==> config.mk <==
export PLATFORM = sky130hd
export DESIGN_NAME = hazard_ctrl_flat
export DESIGN_NICKNAME = d
export VERILOG_FILES = /design/src/rtl/hazard_if.sv /design/src/rtl/hazard_ctrl.sv /design/src/flat_wrapper.sv
export SDC_FILE = /design/constraint.sdc
export NUM_CORES = 1
export LEC_CHECK = 0
export BUFFER_PORTS_ARGS = -buffer_cell sky130_fd_sc_hd__buf_2
export CELL_PAD_IN_SITES_DETAIL_PLACEMENT = 1
export CELL_PAD_IN_SITES_GLOBAL_PLACEMENT = 1
export CORE_MARGIN = 4
export CORE_UTILIZATION = 37
export CTS_CLUSTER_SIZE = 8
export DETAILED_ROUTE_END_ITERATION = 10
export PLACE_DENSITY_LB_ADDON = 0.25
export SKIP_CTS_REPAIR_TIMING = 1
export SLEW_MARGIN = 30
export SYNTH_ARGS = -nofsm -noshare
export SYNTH_HDL_FRONTEND = slang
export SYNTH_SLANG_ARGS = --single-unit
==> constraint.sdc <==
create_clock -name clk_i -period 3.6 [get_ports clk_i]
set_input_delay 0.72 -clock clk_i [delete_from_list [all_inputs] [get_ports clk_i]]
set_output_delay 0.72 -clock clk_i [all_outputs]
set_load 0.005 [all_outputs]
==> src/rtl/hazard_if.sv <==
// hazard_if: the hazard controller's link to the pipeline.
//   master: the pipeline side. It drives the decode/EX/MEM/WB status and
//           redirect, and receives the enables, flush/bubble controls,
//           forwarding selects and performance counters.
//   slave : hazard_ctrl.
interface hazard_if;
    logic        de_valid;
    logic [4:0]  de_rs1;
    logic [4:0]  de_rs2;
    logic        de_use_rs1;
    logic        de_use_rs2;
    logic        ex_valid;
    logic        ex_reg_write;
    logic        ex_mem_read;
    logic [4:0]  ex_rd;
    logic [4:0]  ex_rs1;
    logic [4:0]  ex_rs2;
    logic        mem_valid;
    logic        mem_reg_write;
    logic [4:0]  mem_rd;
    logic        wb_valid;
    logic        wb_reg_write;
    logic [4:0]  wb_rd;
    logic        redirect;
    logic        fe_en;
    logic        de_en;
    logic        ex_bubble;
    logic        flush;
    logic [1:0]  fwd_a;
    logic [1:0]  fwd_b;
    logic [31:0] stall_cnt;
    logic [31:0] flush_cnt;

    modport master (
        output de_valid, de_rs1, de_rs2, de_use_rs1, de_use_rs2,
               ex_valid, ex_reg_write, ex_mem_read, ex_rd, ex_rs1, ex_rs2,
               mem_valid, mem_reg_write, mem_rd,
               wb_valid, wb_reg_write, wb_rd, redirect,
        input  fe_en, de_en, ex_bubble, flush, fwd_a, fwd_b, stall_cnt, flush_cnt
    );

    modport slave (
        input  de_valid, de_rs1, de_rs2, de_use_rs1, de_use_rs2,
               ex_valid, ex_reg_write, ex_mem_read, ex_rd, ex_rs1, ex_rs2,
               mem_valid, mem_reg_write, mem_rd,
               wb_valid, wb_reg_write, wb_rd, redirect,
        output fe_en, de_en, ex_bubble, flush, fwd_a, fwd_b, stall_cnt, flush_cnt
    );
endinterface

==> src/rtl/hazard_ctrl.sv <==
// hazard_ctrl: pipeline hazard controller for the 5-stage RV32 core.
// It produces the fetch/decode enables, the EX bubble and the flush. It also
// produces the EX operand-forwarding selects, and keeps saturating stall and
// flush counters.
// Ports:
//   clk_i   - core clock
//   reset_i - synchronous, active-high reset
//   bus     - hazard_if.slave (stage status and redirect in; controls and
//             counters out)
// Parameter FLUSH_CYCLES (1..4): the number of flush cycles per redirect.
// Build option HAZARD_FORWARDING_EN: when defined, the forwarding selects are
// live, and only load-use and decode-vs-WB hazards stall. When undefined, the
// selects are tied to 00, and any RAW hazard against EX/MEM/WB stalls.
module hazard_ctrl #(
    parameter int FLUSH_CYCLES = 2
) (
    input  logic     clk_i,
    input  logic     reset_i,
    hazard_if.slave  bus
);

    localparam logic [0:0] RUN   = 1'b0;
    localparam logic [0:0] FLUSH = 1'b1;
    localparam logic [1:0] CNT_RELOAD = 2'(FLUSH_CYCLES - 1);

    // A stage matches source s when it writes a non-zero rd equal to s.
    function automatic logic hit(input logic v, input logic we,
                                 input logic [4:0] rd, input logic [4:0] s);
        return v & we & (rd == s) & (rd != 5'd0);
    endfunction

    logic [0:0]  state_q, state_d;
    logic [1:0]  cnt_q, cnt_d;
    logic [31:0] stall_cnt_q, stall_cnt_d;
    logic [31:0] flush_cnt_q, flush_cnt_d;

    logic use1, use2;
    logic ex_hit, wb_hit, hz;
    logic flush_int, stall;
    logic [1:0] fwd_a_int, fwd_b_int;

    assign use1 = bus.de_valid & bus.de_use_rs1;
    assign use2 = bus.de_valid & bus.de_use_rs2;

    assign ex_hit = (use1 & hit(bus.ex_valid, bus.ex_reg_write, bus.ex_rd, bus.de_rs1))
                  | (use2 & hit(bus.ex_valid, bus.ex_reg_write, bus.ex_rd, bus.de_rs2));
    assign wb_hit = (use1 & hit(bus.wb_valid, bus.wb_reg_write, bus.wb_rd, bus.de_rs1))
                  | (use2 & hit(bus.wb_valid, bus.wb_reg_write, bus.wb_rd, bus.de_rs2));

`ifdef HAZARD_FORWARDING_EN
    // EX results can be forwarded, except load data, which is not ready yet.
    // WB must still stall, because the register file has no write-through.
    assign hz = (ex_hit & bus.ex_mem_read) | wb_hit;

    // MEM holds the younger value, so it wins over WB.
    assign fwd_a_int = hit(bus.mem_valid, bus.mem_reg_write, bus.mem_rd, bus.ex_rs1) ? 2'b01 :
                       hit(bus.wb_valid,  bus.wb_reg_write,  bus.wb_rd,  bus.ex_rs1) ? 2'b10 :
                                                                                       2'b00;
    assign fwd_b_int = hit(bus.mem_valid, bus.mem_reg_write, bus.mem_rd, bus.ex_rs2) ? 2'b01 :
                       hit(bus.wb_valid,  bus.wb_reg_write,  bus.wb_rd,  bus.ex_rs2) ? 2'b10 :
                                                                                       2'b00;
`else
    logic mem_hit;
    logic unused_fwd;

    assign mem_hit = (use1 & hit(bus.mem_valid, bus.mem_reg_write, bus.mem_rd, bus.de_rs1))
                   | (use2 & hit(bus.mem_valid, bus.mem_reg_write, bus.mem_rd, bus.de_rs2));
    assign hz         = ex_hit | mem_hit | wb_hit;
    assign fwd_a_int  = 2'b00;
    assign fwd_b_int  = 2'b00;
    assign unused_fwd = ^{bus.ex_mem_read, bus.ex_rs1, bus.ex_rs2};
`endif

    // A redirect kills the younger instructions, so any stall they caused is moot.
    assign flush_int = bus.redirect | (state_q == FLUSH);
    assign stall     = hz & ~flush_int;

    assign bus.fe_en     = ~reset_i & ~stall;
    assign bus.de_en     = ~reset_i & ~stall;
    assign bus.ex_bubble = reset_i | stall | flush_int;
    assign bus.flush     = reset_i | flush_int;
    assign bus.fwd_a     = reset_i ? 2'b00 : fwd_a_int;
    assign bus.fwd_b     = reset_i ? 2'b00 : fwd_b_int;
    assign bus.stall_cnt = stall_cnt_q;
    assign bus.flush_cnt = flush_cnt_q;

    // The redirect cycle itself is the first flush cycle. FLUSH therefore
    // covers the remaining FLUSH_CYCLES-1 cycles, and is skipped entirely
    // when FLUSH_CYCLES is 1.
    always_comb begin
        state_d = state_q;
        cnt_d   = cnt_q;
        case (state_q)
            RUN: begin
                if (bus.redirect && FLUSH_CYCLES > 1) begin
                    state_d = FLUSH;
                    cnt_d   = CNT_RELOAD;
                end
            end
            default: begin
                if (bus.redirect) begin
                    cnt_d = CNT_RELOAD;
                end else if (cnt_q == 2'd1) begin
                    state_d = RUN;
                    cnt_d   = 2'd0;
                end else begin
                    cnt_d = cnt_q - 2'd1;
                end
            end
        endcase
    end

    // The counters saturate rather than wrap.
    always_comb begin
        stall_cnt_d = stall_cnt_q;
        flush_cnt_d = flush_cnt_q;
        if (stall && stall_cnt_q != 32'hFFFF_FFFF) stall_cnt_d = stall_cnt_q + 32'd1;
        if (flush_int && flush_cnt_q != 32'hFFFF_FFFF) flush_cnt_d = flush_cnt_q + 32'd1;
    end

    always_ff @(posedge clk_i) begin
        if (reset_i) begin
            state_q     <= RUN;
            cnt_q       <= 2'd0;
            stall_cnt_q <= 32'd0;
            flush_cnt_q <= 32'd0;
        end else begin
            state_q     <= state_d;
            cnt_q       <= cnt_d;
            stall_cnt_q <= stall_cnt_d;
            flush_cnt_q <= flush_cnt_d;
        end
    end

endmodule

==> src/flat_wrapper.sv <==
// flat-port wrapper written by rule: the top's interface ports become plain ports
module hazard_ctrl_flat 
#(
    parameter int FLUSH_CYCLES = 2
)
  (clk_i, reset_i, bus_de_valid, bus_de_rs1, bus_de_rs2, bus_de_use_rs1, bus_de_use_rs2, bus_ex_valid, bus_ex_reg_write, bus_ex_mem_read, bus_ex_rd, bus_ex_rs1, bus_ex_rs2, bus_mem_valid, bus_mem_reg_write, bus_mem_rd, bus_wb_valid, bus_wb_reg_write, bus_wb_rd, bus_redirect, bus_fe_en, bus_de_en, bus_ex_bubble, bus_flush, bus_fwd_a, bus_fwd_b, bus_stall_cnt, bus_flush_cnt);
  hazard_if bus_i ();
  input  logic clk_i;
  input  logic reset_i;
  input wire logic [$bits(bus_i.de_valid)-1:0] bus_de_valid;
  input wire logic [$bits(bus_i.de_rs1)-1:0] bus_de_rs1;
  input wire logic [$bits(bus_i.de_rs2)-1:0] bus_de_rs2;
  input wire logic [$bits(bus_i.de_use_rs1)-1:0] bus_de_use_rs1;
  input wire logic [$bits(bus_i.de_use_rs2)-1:0] bus_de_use_rs2;
  input wire logic [$bits(bus_i.ex_valid)-1:0] bus_ex_valid;
  input wire logic [$bits(bus_i.ex_reg_write)-1:0] bus_ex_reg_write;
  input wire logic [$bits(bus_i.ex_mem_read)-1:0] bus_ex_mem_read;
  input wire logic [$bits(bus_i.ex_rd)-1:0] bus_ex_rd;
  input wire logic [$bits(bus_i.ex_rs1)-1:0] bus_ex_rs1;
  input wire logic [$bits(bus_i.ex_rs2)-1:0] bus_ex_rs2;
  input wire logic [$bits(bus_i.mem_valid)-1:0] bus_mem_valid;
  input wire logic [$bits(bus_i.mem_reg_write)-1:0] bus_mem_reg_write;
  input wire logic [$bits(bus_i.mem_rd)-1:0] bus_mem_rd;
  input wire logic [$bits(bus_i.wb_valid)-1:0] bus_wb_valid;
  input wire logic [$bits(bus_i.wb_reg_write)-1:0] bus_wb_reg_write;
  input wire logic [$bits(bus_i.wb_rd)-1:0] bus_wb_rd;
  input wire logic [$bits(bus_i.redirect)-1:0] bus_redirect;
  output wire logic [$bits(bus_i.fe_en)-1:0] bus_fe_en;
  output wire logic [$bits(bus_i.de_en)-1:0] bus_de_en;
  output wire logic [$bits(bus_i.ex_bubble)-1:0] bus_ex_bubble;
  output wire logic [$bits(bus_i.flush)-1:0] bus_flush;
  output wire logic [$bits(bus_i.fwd_a)-1:0] bus_fwd_a;
  output wire logic [$bits(bus_i.fwd_b)-1:0] bus_fwd_b;
  output wire logic [$bits(bus_i.stall_cnt)-1:0] bus_stall_cnt;
  output wire logic [$bits(bus_i.flush_cnt)-1:0] bus_flush_cnt;
  assign bus_i.de_valid = bus_de_valid;
  assign bus_i.de_rs1 = bus_de_rs1;
  assign bus_i.de_rs2 = bus_de_rs2;
  assign bus_i.de_use_rs1 = bus_de_use_rs1;
  assign bus_i.de_use_rs2 = bus_de_use_rs2;
  assign bus_i.ex_valid = bus_ex_valid;
  assign bus_i.ex_reg_write = bus_ex_reg_write;
  assign bus_i.ex_mem_read = bus_ex_mem_read;
  assign bus_i.ex_rd = bus_ex_rd;
  assign bus_i.ex_rs1 = bus_ex_rs1;
  assign bus_i.ex_rs2 = bus_ex_rs2;
  assign bus_i.mem_valid = bus_mem_valid;
  assign bus_i.mem_reg_write = bus_mem_reg_write;
  assign bus_i.mem_rd = bus_mem_rd;
  assign bus_i.wb_valid = bus_wb_valid;
  assign bus_i.wb_reg_write = bus_wb_reg_write;
  assign bus_i.wb_rd = bus_wb_rd;
  assign bus_i.redirect = bus_redirect;
  assign bus_fe_en = bus_i.fe_en;
  assign bus_de_en = bus_i.de_en;
  assign bus_ex_bubble = bus_i.ex_bubble;
  assign bus_flush = bus_i.flush;
  assign bus_fwd_a = bus_i.fwd_a;
  assign bus_fwd_b = bus_i.fwd_b;
  assign bus_stall_cnt = bus_i.stall_cnt;
  assign bus_flush_cnt = bus_i.flush_cnt;
  hazard_ctrl #(.FLUSH_CYCLES(FLUSH_CYCLES)) u_core (.clk_i(clk_i), .reset_i(reset_i), .bus(bus_i));
endmodule
Yosys cells after proc, flatten, opt, wreduce, memory -nomap -nowiden
Cells that the tools add are included.

Muxes and demuxes: 8. Reduce and logical (&&, ||, !) cells: 6. Equality and inequality tests: 9. Bitwise gates (word level): 37. Add/sub/neg operators: 3.

Operators with widths (count): 32-bit by 1-bit adder with 32-bit output (second input constant) (2); 32-bit != test (second input constant) (2); 5-bit equality test (6); 1-bit AND (25); 5-bit nonzero test (3); 1-bit OR (9); 2-bit two-way mux (4); 1-bit two-way mux (4); 1-bit NOT (3); 2-bit by 1-bit equality test with 1-bit output (second input constant) (1); 1-bit logical AND (2); 2-bit nonzero test (1); 2-bit by 1-bit subtractor with 2-bit output (second input constant) (1).

Output and inout port bits: 72. Register bits after elaboration: 67. Bits of input ports: 48. Word-level logic and storage cells: 67.

Longest topological paths before layout
Depth in word-level cells: 10. Mapped depth: 11.

Least setup slack after synthesis
No wires, ideal clock.

Kind: input-to-reg. Start point: input bus_ex_rd[2]. End point: register u_core.stall_cnt_q[29], in the netlist u_core.bus.stall_cnt[29]. Buffers on the path: 3. Data arrival time: 2.615 ns. Setup slack: 0.861 ns. Stages: 10. Setup time: 0.123 ns. Path through: xnor2_1 > nand4_1 > o32ai_1 > a222oi_1 > buf_6 > or2_1 > buf_2 > buf_6 > nor4_1 > mux2_1.

Longest elaborated chain between the ends: 9. Elaborated cells on any way between the ends: 14. Those cells by class: 2 x eq/ne; 10 x bitwise; 2 x reduce/logical.

RTL lines: start, declared (line flat_wrapper.sv:18) `input wire logic [$bits(bus_i.ex_rd)-1:0] bus_ex_rd;`; 5-bit equality test (line hazard_ctrl.sv:29) `return v & we & (rd == s) & (rd != 5'd0);`; 1-bit AND (2 in a row) (line hazard_ctrl.sv:29); 1-bit AND, on equally long branches (line hazard_ctrl.sv:45, hazard_ctrl.sv:46); 1-bit OR (*) (line hazard_ctrl.sv:46) `| (use2 & hit(bus.ex_valid, bus.ex_reg_write, bus.ex_rd, bus.de_rs2));`; 1-bit OR (*) (2 in a row) (line hazard_ctrl.sv:68) `assign hz = ex_hit | mem_hit | wb_hit;`; 1-bit AND (*) (line hazard_ctrl.sv:76) `assign stall = hz & ~flush_int;`; 1-bit logical AND (*) (line hazard_ctrl.sv:117) `if (stall && stall_cnt_q != 32'hFFFF_FFFF) stall_cnt_d = stall_cnt_q + 32'd1;`; end signal, assigned (line hazard_ctrl.sv:130) `stall_cnt_q <= stall_cnt_d;`; end, declared (line hazard_ctrl.sv:34) `logic [31:0] stall_cnt_q, stall_cnt_d;`.

Every way passes the cells marked *; elsewhere a longest branch is shown, timed or not. A chain may end at the register's enable or synchronous reset.

Worst setup path after layout
Start point: input bus_ex_rd[0]. End point: output bus_ex_bubble.

Longest elaborated chain between the ends: 10. Elaborated cells on any way between the ends: 15. Those cells by class: 2 x eq/ne; 12 x bitwise; 1 x reduce/logical.

RTL lines: 5-bit equality test (line hazard_ctrl.sv:29); 1-bit AND (2 in a row) (line hazard_ctrl.sv:29); 1-bit AND, on equally long branches (line hazard_ctrl.sv:45, hazard_ctrl.sv:46); 1-bit OR (*) (line hazard_ctrl.sv:46); 1-bit OR (*) (2 in a row) (line hazard_ctrl.sv:68); 1-bit AND (*) (line hazard_ctrl.sv:76); 1-bit OR (*) (2 in a row) (line hazard_ctrl.sv:80) `assign bus.ex_bubble = reset_i | stall | flush_int;`; end, declared (line flat_wrapper.sv:30) `output wire logic [$bits(bus_i.ex_bubble)-1:0] bus_ex_bubble;`.

Marked as above.

==> metrics.yaml <==
required_ns: 2.88
path_delay_family: "compound AO/OA/AOI/OAI gates"
diodes: 0
dieArea_mm2: 0.0115
io_buffers: 104
drive_gt1_frac: 0.237
finalCritPeriodShare: 0.858
die_height_um: 107
grt.total_usage: 0.188
status: "completed"
areaGrowthSynthToFinish_pct: 22.3
viasPerCell: 5.33
crit_top_cell: "buf_2"
fin_crit_ns: 3.09
tightest_slew_ns: 0.737
routed_wl_um: 10600
clk_latency_ns: 0.34
antenna_found_initial: 0
wl_per_cell_um: 15.7
drt_iter0_markers: 61
arrival_ns: 2.37
final_common_cell: "buf_2"
start_kind: "input port"
synth_edf_count: 0
mostFrequentLayoutCells: "buf_2 (104), dfxtp_1 (67), nor2_1 (57)"
fin_skew_ns: 0.0129
crit_path_end_kind: "primary output"
numCtsBuffers: 9
yosysSeqAreaShare: 0.369
syn_area_per_cell_um2: 8.18
coreArea_mm2: 0.00942
maxSlewHeadroom: 0.504
cts-root-buf: "clkbuf_8"
synth_cell_types: 43
setup-violations-final: 0
hold_class: "reg2reg"
final_util: 0.473
path_cells: "buf_2, or3_1, o311a_1, a222oi_1, buf_4, nand2_1, buf_2"
syn_inst: 445
clock-sinks: 67
rows: 35
io_pins: 120
drv_cap: 0
hold_violations: 0
die_width_um: 107
finalWeightedCongestion: 0.835
yosys_warnings: 0
drc: 0
clk_pin_slew_ns: 0.08
worstPathMaxFanout: 9
slowest_delay_ns: 0.39
fin_setup_tns_ns: 0
hpwl_um: 7940
cts_tree: "built"
ys_seq_elements: 67
async_reset_ff_frac: 0
nets: 595
cts_buffer_depth: 2
fin_cells: 678
crit_slowest_cell: "a222oi_1"
netlist_area_mm2: 0.00364
ir_drop_mv: 0.170
final_max_slew_viol_count: 0
path_class: "in2out"
path_buf_inv: 3
firstDrtPassIters: 4
leakagePower_nw: 1.69
grt_pass1_vias: 3672
initial_core_util: 0.387
grt_pass1_wl_um: 17700
synthFlopType: "dfxtp_1"
dp_cells: 662
grt_overflow: 0
vias: 3611
rsz0062_at_grt: "no"
p_per_area_mw_per_mm2: 336
fmax_mhz: 324
antenna_left: 0
htree_levels: 3
grt_max_degree: 60
registers in the layout, indices dropped and copies added, names as in the netlist:
| register | flops |
|---|---|
| u_core.bus.flush_cnt | 32 |
| u_core.bus.stall_cnt | 32 |
| u_core.cnt_q | 2 |
| u_core.state_q | 1 |
layout make-up:
cell class / count / area [µm²]
clock buffer: 13 / 179
fill: 1172 / 4960
sequential: 67 / 1340
clock inverter: 3 / 20.0
inverter: 6 / 22.5
tap: 129 / 161
multi-input combinational: 351 / 2160
timing repair buffer: 109 / 571
report_power, final:
| part | internal [mW] | leakage, nW | switching, mW |
|---|---|---|---|
| registers | 0.746 | 0.541 | 0.00707 |
| clock network | 0.324 | 0.0977 | 0.289 |
| logic | 0.0553 | 1.06 | 0.0733 |
through the flow:
step,power (mW),hold slack [ns],setup WS [ns],instance area (µm²)
after global routing,1.56,0.531,0.394,4450
after global placement,0.892,0.477,0.554,4250
after floorplan,0.844,0.475,0.861,3650
final,1.50,0.503,0.510,4450
after CTS,1.52,0.506,0.511,4450
after detailed placement,0.899,0.491,0.509,4250
routing by layer:
metal	global-route usage	vias up	wire (µm)
met5	0	-	0
met2	0.326	73	5290
met1	0.229	1738	4650
met3	0.0415	20	455
met4	0.0658	0	229
li1	-	1780	-
cell usage after synthesis (4+ instances only):
master	count	area share
and3_1	4	0.0069
buf_4	6	0.012
nor2_1	57	0.059
o21ai_0	10	0.014
nand4_1	20	0.034
and2_1	4	0.0069
o31ai_1	9	0.019
nand3b_1	4	0.0083
or2_2	5	0.0086
clkbuf_1	13	0.013
and4_1	9	0.022
xor2_1	19	0.046
or3_1	15	0.026
nand3_1	30	0.041
nor4_1	6	0.010
inv_1	6	0.0062
xnor2_1	44	0.11
dfxtp_1	67	0.37
nand2_1	29	0.030
a21oi_1	27	0.037
or4_1	10	0.021
nor3_1	15	0.021
worst register-to-register path, delay by kind of cell (launching register included):
kind | cells | cell delay [ns]
and+or+nand+nor | 6 | 1.25
buffers and inverters | 2 | 0.38
DFF | 1 | 0.36
adders and majority gates | 1 | 0.31
muxes | 1 | 0.35
path summary, 6_finish.rpt:
path / slack [ns] / start / endpoint / cells after the start
worst min register to register: 0.50 / u_core.bus.stall_cnt[25] / u_core.bus.stall_cnt[25] / 2
worst min-delay path: 0.50 / u_core.bus.stall_cnt[25] / u_core.bus.stall_cnt[25] / 2
worst max register to register: 0.85 / u_core.bus.stall_cnt[0] / u_core.bus.stall_cnt[29] / 10
worst max-delay path: 0.51 / bus_ex_rd[0] / bus_ex_bubble / 7
logic make-up after synthesis:
| kind of cell | after synthesis | synth area share |
|---|---|---|
| AND/OR/NAND/NOR | 216 | 0.309 |
| flip-flops | 67 | 0.369 |
| XOR/XNOR | 63 | 0.152 |
| AO/OA/AOI/OAI | 61 | 0.106 |
| buffers and inverters | 30 | 0.0416 |
| multiplexers | 4 | 0.0120 |
| adder cells (fa/ha/maj) | 3 | 0.0103 |
| other | 1 | 0.00103 |
(Power assumes the default switching activity.)
